File: config.mk
export PLATFORM = sky130hd
export DESIGN_NAME = wb_stage
export DESIGN_NICKNAME = d
export VERILOG_FILES = /design/src/rtl/dcpu_pkg.sv /design/src/rtl/load_align.sv /design/src/rtl/wb_stage.sv
export SDC_FILE = /design/constraint.sdc
export NUM_CORES = 1
export LEC_CHECK = 0
export BUFFER_PORTS_ARGS = -buffer_cell sky130_fd_sc_hd__buf_4
export CAP_MARGIN = 10
export CORE_MARGIN = 2
export CORE_UTILIZATION = 46
export DETAILED_ROUTE_END_ITERATION = 10
export PLACE_DENSITY_LB_ADDON = 0.1
export SYNTH_ARGS = -nofsm -noshare
export SYNTH_HDL_FRONTEND = slang
export SYNTH_HIERARCHICAL = 1
export SYNTH_SLANG_ARGS = --single-unit
File: constraint.sdc
create_clock -name clk -period 1.8 [get_ports clk]
set_input_delay 0.36 -clock clk [delete_from_list [all_inputs] [get_ports clk]]
set_output_delay 0.36 -clock clk [all_outputs]
set_load 0.05 [all_outputs]
File: src/rtl/dcpu_pkg.sv
// Shared dCPU definitions: load funct3 codes, writeback FSM encoding and
// the common enable/disable constants.
package dcpu_pkg;

  localparam logic ENABLE  = 1'b1;
  localparam logic DISABLE = 1'b0;

  localparam logic [2:0] F3_LB  = 3'b000;
  localparam logic [2:0] F3_LH  = 3'b001;
  localparam logic [2:0] F3_LW  = 3'b010;
  localparam logic [2:0] F3_LBU = 3'b100;
  localparam logic [2:0] F3_LHU = 3'b101;

  typedef enum logic {
    IDLE      = 1'b0,
    WAIT_LOAD = 1'b1
  } wb_state_t;

endpackage

File: src/rtl/load_align.sv
// Combinational load data aligner: selects the byte/half/word lane from a
// little-endian read word and sign- or zero-extends it to 32 bits.
module load_align
  import dcpu_pkg::*;
(
  input  logic [31:0] rdata,
  input  logic [2:0]  funct3,
  input  logic [1:0]  addr_lo,
  output logic [31:0] data32
);

  function automatic logic [31:0] sext8(input logic signed [7:0] b);
    logic signed [31:0] r;
    r = b;
    return r;
  endfunction

  function automatic logic [31:0] sext16(input logic signed [15:0] h);
    logic signed [31:0] r;
    r = h;
    return r;
  endfunction

  logic [7:0]  byte_sel;
  logic [15:0] half_sel;

  always_comb begin
    byte_sel = rdata[7:0];
    case (addr_lo)
      2'd0:    byte_sel = rdata[7:0];
      2'd1:    byte_sel = rdata[15:8];
      2'd2:    byte_sel = rdata[23:16];
      default: byte_sel = rdata[31:24];
    endcase
    // Half-word lane ignores addr_lo[0]; misaligned halves read the aligned half.
    half_sel = addr_lo[1] ? rdata[31:16] : rdata[15:0];

    data32 = rdata;
    case (funct3)
      F3_LB:   data32 = sext8(byte_sel);
      F3_LBU:  data32 = {24'd0, byte_sel};
      F3_LH:   data32 = sext16(half_sel);
      F3_LHU:  data32 = {16'd0, half_sel};
      default: data32 = rdata;
    endcase
  end

endmodule

File: src/rtl/wb_stage.sv
// dCPU writeback stage: retires ALU results and loads into the register file
// write port. Optional load-response watchdog enabled by WB_LOAD_TIMEOUT_EN.
module wb_stage
  import dcpu_pkg::*;
#(
  parameter int TIMEOUT_CYCLES = 16
) (
  input  logic        clk,
  input  logic        rst,
  input  logic        ex_valid,
  output logic        ex_ready,
  input  logic [4:0]  ex_rd,
  input  logic [31:0] ex_result,
  input  logic        ex_is_load,
  input  logic [2:0]  ex_funct3,
  input  logic [1:0]  ex_addr_lo,
  input  logic        mem_rvalid,
  input  logic [31:0] mem_rdata,
  output logic        wren,
  output logic [4:0]  rd_addr,
  output logic [31:0] reg_data,
  output logic        wb_retire,
  output logic        load_err
);

  wb_state_t   state_q, state_d;
  logic [4:0]  ld_rd_q, ld_rd_d;
  logic [2:0]  ld_f3_q, ld_f3_d;
  logic [1:0]  ld_lo_q, ld_lo_d;
  logic        wren_q, wren_d;
  logic [4:0]  rd_addr_q, rd_addr_d;
  logic [31:0] reg_data_q, reg_data_d;
  logic        retire_q, retire_d;
  logic        load_err_d;
  logic [31:0] aligned;

  // Aligner sees latched load attributes, so ex_* may change while waiting.
  load_align u_align (
    .rdata   (mem_rdata),
    .funct3  (ld_f3_q),
    .addr_lo (ld_lo_q),
    .data32  (aligned)
  );

`ifdef WB_LOAD_TIMEOUT_EN
  localparam int CNT_W = $clog2(TIMEOUT_CYCLES);
  localparam logic [CNT_W-1:0] CNT_LAST = CNT_W'(TIMEOUT_CYCLES - 1);
  logic [CNT_W-1:0] cnt_q, cnt_d;
  logic             load_err_q;
`endif

  assign ex_ready = (state_q == IDLE);

  always_comb begin
    state_d    = state_q;
    ld_rd_d    = ld_rd_q;
    ld_f3_d    = ld_f3_q;
    ld_lo_d    = ld_lo_q;
    wren_d     = DISABLE;
    retire_d   = DISABLE;
    load_err_d = DISABLE;
    rd_addr_d  = rd_addr_q;
    reg_data_d = reg_data_q;
`ifdef WB_LOAD_TIMEOUT_EN
    cnt_d      = cnt_q;
`endif
    case (state_q)
      IDLE: begin
        if (ex_valid) begin
          if (ex_is_load) begin
            ld_rd_d = ex_rd;
            ld_f3_d = ex_funct3;
            ld_lo_d = ex_addr_lo;
            state_d = WAIT_LOAD;
`ifdef WB_LOAD_TIMEOUT_EN
            cnt_d   = '0;
`endif
          end else begin
            wren_d     = (ex_rd != 5'd0);
            rd_addr_d  = ex_rd;
            reg_data_d = ex_result;
            retire_d   = ENABLE;
          end
        end
      end
      WAIT_LOAD: begin
        // A response in the same cycle the watchdog expires still wins.
        if (mem_rvalid) begin
          wren_d     = (ld_rd_q != 5'd0);
          rd_addr_d  = ld_rd_q;
          reg_data_d = aligned;
          retire_d   = ENABLE;
          state_d    = IDLE;
        end
`ifdef WB_LOAD_TIMEOUT_EN
        else if (cnt_q == CNT_LAST) begin
          load_err_d = ENABLE;
          state_d    = IDLE;
        end else begin
          cnt_d = cnt_q + 1'b1;
        end
`endif
      end
      default: state_d = IDLE;
    endcase
  end

  always_ff @(posedge clk or posedge rst) begin
    if (rst) begin
      state_q    <= IDLE;
      ld_rd_q    <= 5'd0;
      ld_f3_q    <= 3'd0;
      ld_lo_q    <= 2'd0;
      wren_q     <= DISABLE;
      rd_addr_q  <= 5'd0;
      reg_data_q <= 32'd0;
      retire_q   <= DISABLE;
    end else begin
      state_q    <= state_d;
      ld_rd_q    <= ld_rd_d;
      ld_f3_q    <= ld_f3_d;
      ld_lo_q    <= ld_lo_d;
      wren_q     <= wren_d;
      rd_addr_q  <= rd_addr_d;
      reg_data_q <= reg_data_d;
      retire_q   <= retire_d;
    end
  end

`ifdef WB_LOAD_TIMEOUT_EN
  always_ff @(posedge clk or posedge rst) begin
    if (rst) begin
      cnt_q      <= '0;
      load_err_q <= DISABLE;
    end else begin
      cnt_q      <= cnt_d;
      load_err_q <= load_err_d;
    end
  end
  assign load_err = load_err_q;
`else
  assign load_err = DISABLE;
`endif

  assign wren      = wren_q;
  assign rd_addr   = rd_addr_q;
  assign reg_data  = reg_data_q;
  assign wb_retire = retire_q;

endmodule
# ---- Word-level counts from Yosys, hierarchy flattened
# Cells that the tools add are included.
dict set report op_classes {
  add_sub_neg 0
  mul 0
  div_mod_pow 0
  order_cmp 0
  eq_ne 8
  shifts 0
  n_mux 23
  bitwise_logic 1
  reduce_logical 6
}
# operator count
set ops {}
lappend ops {{$pmux 32 s4} 1}
lappend ops {{$mux 32} 3}
lappend ops {{$pmux 32 s2} 1}
lappend ops {{$pmux 8 s3} 1}
lappend ops {{$mux 16} 1}
lappend ops {{$mux 5} 3}
lappend ops {{$pmux 5 s2} 1}
lappend ops {{$reduce_bool 5->1} 2}
lappend ops {{$mux 1} 9}
lappend ops {{$eq 3x3->1 const B} 2}
lappend ops {{$ne 2x2->1 const B} 3}
lappend ops {{$pmux 1 s2} 3}
lappend ops {{$reduce_and 3->1} 2}
lappend ops {{$eq 3x1->1 const B} 1}
lappend ops {{$logic_not 3->1} 1}
lappend ops {{$eq 2x1->1 const B} 1}
lappend ops {{$eq 2x2->1 const B} 1}
lappend ops {{$logic_not 2->1} 1}
lappend ops {{$not 1->1} 1}
dict set report word_totals {
  reg_bits 50
  latch_bits 0
  ramBits 0
  rom_bits 0
  output_inout_bits 41
  mem_count 0
}

# ---- Logic depth before layout (Yosys ltp)
dict set report logic_depth {
  ltp_word 5
  mapped_depth 7
}

# ---- Cells and area by module
# Netlist, hierarchy kept.
# module n_inst cells_each area_per_inst_um2 seq_area_each_um2
set modules_own_cells {}
lappend modules_own_cells {wb_stage 1 157 2429.8 1251.2}
lappend modules_own_cells {load_align 1 133 969.7 0.0}

# ---- Worst setup path after synthesis
# No wires, ideal clock.
dict set report synth_path {
  path_type {reg2reg}
  start {reg ld_lo_q[0]}
  end {reg reg_data_q[10] (netlist: reg_data[10])}
  t_arrival_ps 1798
  setup_slack_ps -124
  path_stages_with_launch 8
  path_cell_list {dfrtp_1 > buf_6 > mux2_4 > a22oi_4 > buf_6 > o221ai_2 > mux2_2 > mux2_4}
}
dict set report synth_via {
  elab_chain_cells 5
  word_cells_on_any_way 7
  cone_classes {2 x eq/ne; 4 x mux; 1 x reduce/logical}
}
# item line
set synth_lines {}
lappend synth_lines {{start: declaration} wb_stage.sv:29} ;# logic [1:0] ld_lo_q, ld_lo_d;
lappend synth_lines {{start signal: assignment} wb_stage.sv:122} ;# ld_lo_q <= ld_lo_d;
lappend synth_lines {{$eq 2x2->1 (tied with other cells)} load_align.sv:29} ;# case (addr_lo)
lappend synth_lines {{$pmux 8 s3 (*)} load_align.sv:29}
lappend synth_lines {{$pmux 32 s4 (*)} load_align.sv:39} ;# case (funct3)
lappend synth_lines {{named net aligned[10]} wb_stage.sv:35} ;# logic [31:0] aligned;
lappend synth_lines {{$mux 32 (*)} wb_stage.sv:88} ;# if (mem_rvalid) begin
lappend synth_lines {{$pmux 32 s2 (*)} wb_stage.sv:67} ;# case (state_q)
lappend synth_lines {{end signal: assignment} wb_stage.sv:125} ;# reg_data_q <= reg_data_d;
lappend synth_lines {{end: declaration} wb_stage.sv:32} ;# logic [31:0] reg_data_q, reg_data_d;
# The timed path passes the listed nets; every way through them passes the cells marked *. The select of a mux whose other input is x is not followed.
# A chain may end at the register's enable or synchronous reset.

# ---- Final worst setup path
dict set report layout_path {
  start {reg ld_lo_q[0]}
  end {reg reg_data_q[18] (netlist: reg_data[18])}
}
# The elaborated chain is that of the path after synthesis.

==> impl_results.rst <==
.. list-table::
   :header-rows: 1

   * - Metric
     - Value
   * - Count of yosys warnings during synthesis
     - 6
   * - P_leak
     - between 2 and 2.5 nW
   * - Sequential element share of the synthesized area
     - 36.8%
   * - Post-CTS Hold Fix Bufs
     - 0
   * - Max Clk Rate
     - between 500 and 600 MHz
   * - First-pass DRT Iterations
     - 4
   * - Critical path launch point type
     - flip-flop
   * - Final estimated routing congestion in global placement
     - ~0.87
   * - GRT Util Overall
     - 23.6%
   * - Clock transition time at the flip-flop clock pins of the worst setup and hold paths
     - 0.10 ns
   * - Smallest setup slack after layout
     - -0.117 ns
   * - Fin crit period
     - approximately 1.9 ns
   * - Final Net Count
     - 511
   * - Top delay family on crit path
     - multiplexers
   * - Crit Path Class
     - reg2reg
   * - CTS H-Tree Depth
     - 2
   * - Layer carrying the most global-route usage
     - met2
   * - Mux contribution to synthesized area
     - a little under two fifths
   * - Top Ports
     - 120
   * - Clock sinks
     - 50
   * - Share of the synthesized netlist area taken by xor and xnor gates
     - 0%
   * - Synth Area in Simple Gates
     - 7.40%
   * - Cell count after synthesis
     - just under 300
   * - Global route overflow
     - 0
   * - GRT met3 Usage
     - 5.53%
   * - Number of nets with antenna violations after detailed routing
     - 0
   * - Maximum number of pins on one net before global-route repair
     - 51
   * - CTS Buf Count
     - 5
   * - Hold Path Class
     - in2async
   * - Critical-path cell with the highest stage delay
     - sky130_fd_sc_hd__dfrtp_2
   * - Data arrival time of the worst path
     - ~2.1 ns
   * - Power, Total
     - approximately 6.5 mW
   * - Fraction of final layout cells with drive strength greater than 1
     - between 60% and 70%
   * - Die Y
     - approximately 90 um
   * - Number of placement rows
     - 31
   * - Ratio of total power to cell area
     - between 1000 and 1500 nW/um^2
   * - Skew-Pair Late Insertion Delay
     - about 0.31 ns
   * - Average detailed-routed wire length per instance
     - 18.2 um
   * - Crit path top cell by count
     - sky130_fd_sc_hd__mux2_4
   * - Worst Skew
     - 0.00606 ns
   * - Synthesized-area fraction occupied by adder cells
     - 0%
   * - Port bufs
     - ~120
   * - Startpoint of the lowest-slack register-to-register path
     - ld_lo_q[0]$_DFFE_PP0P_
   * - Die Width
     - around 90 um
   * - Required time of the critical path
     - between 2 and 2.5 ns
   * - Largest incremental delay on the critical path
     - 0.45 ns
   * - CP Max Fanout
     - 16
   * - Total Wirelength
     - between 9 and 10 mm
   * - EDFF count, synth
     - 0
   * - Prevailing post-synth register cell
     - sky130_fd_sc_hd__dfrtp_1
   * - Antenna violations before repair
     - 0
   * - Crit path capture type
     - flip-flop
   * - Floorplan Core Area
     - a little over 7000 um^2
   * - Area share of the leading cell type in the synthesized netlist
     - 36.8%
   * - Starting density of the core
     - between 40% and 50%
   * - Average vias per placed instance
     - about 5.4
   * - Vias in the first global route
     - approximately 2900
   * - Number of DRC markers in iteration 0
     - roughly 120
   * - Async set-or-reset flop fraction in the synthesized netlist
     - 100%
   * - Max capacitance violation total
     - 0
   * - Antenna Cells
     - 0
   * - Clk Tree Root Cell
     - sky130_fd_sc_hd__clkbuf_8
   * - M1 GR Usage
     - ~33%
   * - Largest vdd supply drop
     - approximately 0.56 mV
   * - Seq cells post-synth
     - 50
   * - Relative area change from synthesis to final layout
     - 47.7%
   * - Final hold slack
     - between 0.08 and 0.09 ns
   * - Overall die area
     - about 8000 um^2
   * - Synthesized-area fraction occupied by ao, oa, aoi and oai cells
     - between 10% and 20%
   * - Max Root-Sink Buffers
     - 2
   * - Failing checks
     - negative setup slack
   * - Util after Layout
     - 69.6%
   * - Routed via count
     - 2884
   * - Max Transition Viols Final
     - 0
   * - Count of final hold-check violations
     - 0
   * - Number of library cell types mapped by synthesis
     - 34
   * - Net Count, Synth
     - between 300 and 400
   * - Worst slack, placed
     - -0.162 ns
   * - Post-synthesis average cell area
     - 11.7 um^2
   * - Ranking of synthesized cells by area
     - sky130_fd_sc_hd__dfrtp_1 (37%), sky130_fd_sc_hd__mux2_2 (22%), sky130_fd_sc_hd__mux2_4 (9.3%)
   * - Final worst-path cycle share
     - 107%
   * - Post-synth design cell area
     - between 3000 and 4000 um^2
   * - Post-route DRC violation count
     - 0
   * - Final setup violation count
     - 32
   * - GR Util met2
     - about 37%
   * - Library cell with the largest summed area after synthesis
     - sky130_fd_sc_hd__dfrtp_1
   * - Launch point of the worst path
     - ld_lo_q[0]$_DFFE_PP0P_
   * - Outcome
     - finished with violations
   * - WP buf/inv
     - 1
   * - Main combinational cell family by area after synthesis
     - multiplexers
   * - Setup repair after global routing missed its margin
     - yes
   * - Critical path cell sequence
     - mux2_4 > a22oi_4 > buf_8 > o22ai_1 > mux2_4 > mux2_4
   * - Sum of net half-perimeters after detailed placement
     - slightly above 7 mm
   * - Clock tree from TritonCTS
     - done
   * - Wire length of the first global-routing pass
     - between 15 and 20 mm
[placed cells by master, fill, tap and decap left out, types with 2 or more instances in the layout]
cell / instances
sky130_fd_sc_hd__buf_4: 149
sky130_fd_sc_hd__mux2_4: 65
sky130_fd_sc_hd__dfrtp_1: 47
sky130_fd_sc_hd__nor2_1: 25
sky130_fd_sc_hd__mux2_2: 21
sky130_fd_sc_hd__o22ai_1: 16
sky130_fd_sc_hd__inv_1: 9
sky130_fd_sc_hd__nor2b_1: 9
sky130_fd_sc_hd__nand2_1: 8
sky130_fd_sc_hd__a21oi_2: 8
sky130_fd_sc_hd__a21oi_1: 7
sky130_fd_sc_hd__mux4_2: 7
sky130_fd_sc_hd__buf_12: 6
sky130_fd_sc_hd__a311oi_1: 6
sky130_fd_sc_hd__o221ai_2: 6
sky130_fd_sc_hd__clkbuf_8: 5
sky130_fd_sc_hd__nor2_2: 4
sky130_fd_sc_hd__dfrtp_2: 3
sky130_fd_sc_hd__buf_8: 3
sky130_fd_sc_hd__or4_1: 2
sky130_fd_sc_hd__o21ai_0: 2
sky130_fd_sc_hd__inv_2: 2
sky130_fd_sc_hd__mux2i_1: 2
sky130_fd_sc_hd__a221oi_2: 2
[worst paths after layout]
path                       slack, ns  depth (start not counted)                       end
max                            -0.12                          6  reg_data[18]$_DFFE_PP0P_
min                             0.08                          3   reg_data[7]$_DFFE_PP0P_
max reg2reg                    -0.12                          6  reg_data[18]$_DFFE_PP0P_
min reg2reg                     0.52                          1    rd_addr[0]$_DFFE_PP0P_
max in group asynchronous       1.48                          3         state_q$_DFF_PP0_
min in group clk                0.23                          2         state_q$_DFF_PP0_
[registers in the layout, summed over array words and instances (netlist names)]
signal / cells
ld_f3_q: 3
ld_lo_q: 2
ld_rd_q: 5
rd_addr: 5
reg_data: 32
state_q: 1
wb_retire: 1
wren: 1
[logic make-up (layout without fill, tap and decap cells)]
logic type	after synthesis	in the layout
mux	95	95
simple gates	54	54
compound gates	53	53
flops	50	50
buf+inv	37	180
other cells	1	1
[cell usage after synthesis (all sizes together), types with 3 or more instances]
master  instances
a311oi          7
nand2           9
clkbuf          3
o22ai          17
buf            22
nor2           29
o221ai          7
a21oi          15
nor2b          10
inv            11
mux4            7
mux2           86
dfrtp          50
[worst reg2reg max path: stages, from the launching register on]
cell and delay (ns):
sky130_fd_sc_hd__dfrtp_2 0.45, sky130_fd_sc_hd__mux2_4 0.33, sky130_fd_sc_hd__a22oi_4 0.22, sky130_fd_sc_hd__buf_8 0.18
sky130_fd_sc_hd__o22ai_1 0.11, sky130_fd_sc_hd__mux2_4 0.27, sky130_fd_sc_hd__mux2_4 0.25
[layout make-up]
class,instances,area (um^2)
flip-flops and latches,50,1250
clock inverters,3,43.8
fillers,551,2190
inverters,12,45.0
repair buffers,160,1330
clock buffers,5,68.8
well taps,99,124
multi-input cells,203,2160
[repair_timing]
action / in CTS / in global routing
setup endpoints to repair: 32 / 37
gates cloned: 1 / 0
setup buffers: 1 / 3
pin swaps: 5 / 7
resized for setup: 27 / 29
[through the flow]
stage | setup TNS, ns | std cells | cell area [um^2]
floorplan | -1.99 | 290 | 3520
global placement | -3.03 | 519 | 4680
detailed placement | -4.05 | 519 | 4680
CTS | -3.13 | 529 | 4890
global route | -4.50 | 532 | 5020
finish | -2.89 | 532 | 5020
[per-layer routing]
metal,share of wire [%],routed length (um),vias to the layer above
met1,44,4260,1423
met2,48,4660,106
li1,-,-,1349
met5,0,0,-
met3,6.7,648,6
met4,0.90,87,0
[power breakdown]
group          total, mW  internal [mW]  switching, mW  leakage, nW
sequential          1.73           1.47          0.258        0.587
clock              0.836          0.418          0.419       0.0585
combinational       3.91           1.78           2.13         1.75
total               6.48           3.67           2.81         2.39
Power figures use the tool's default switching activity.
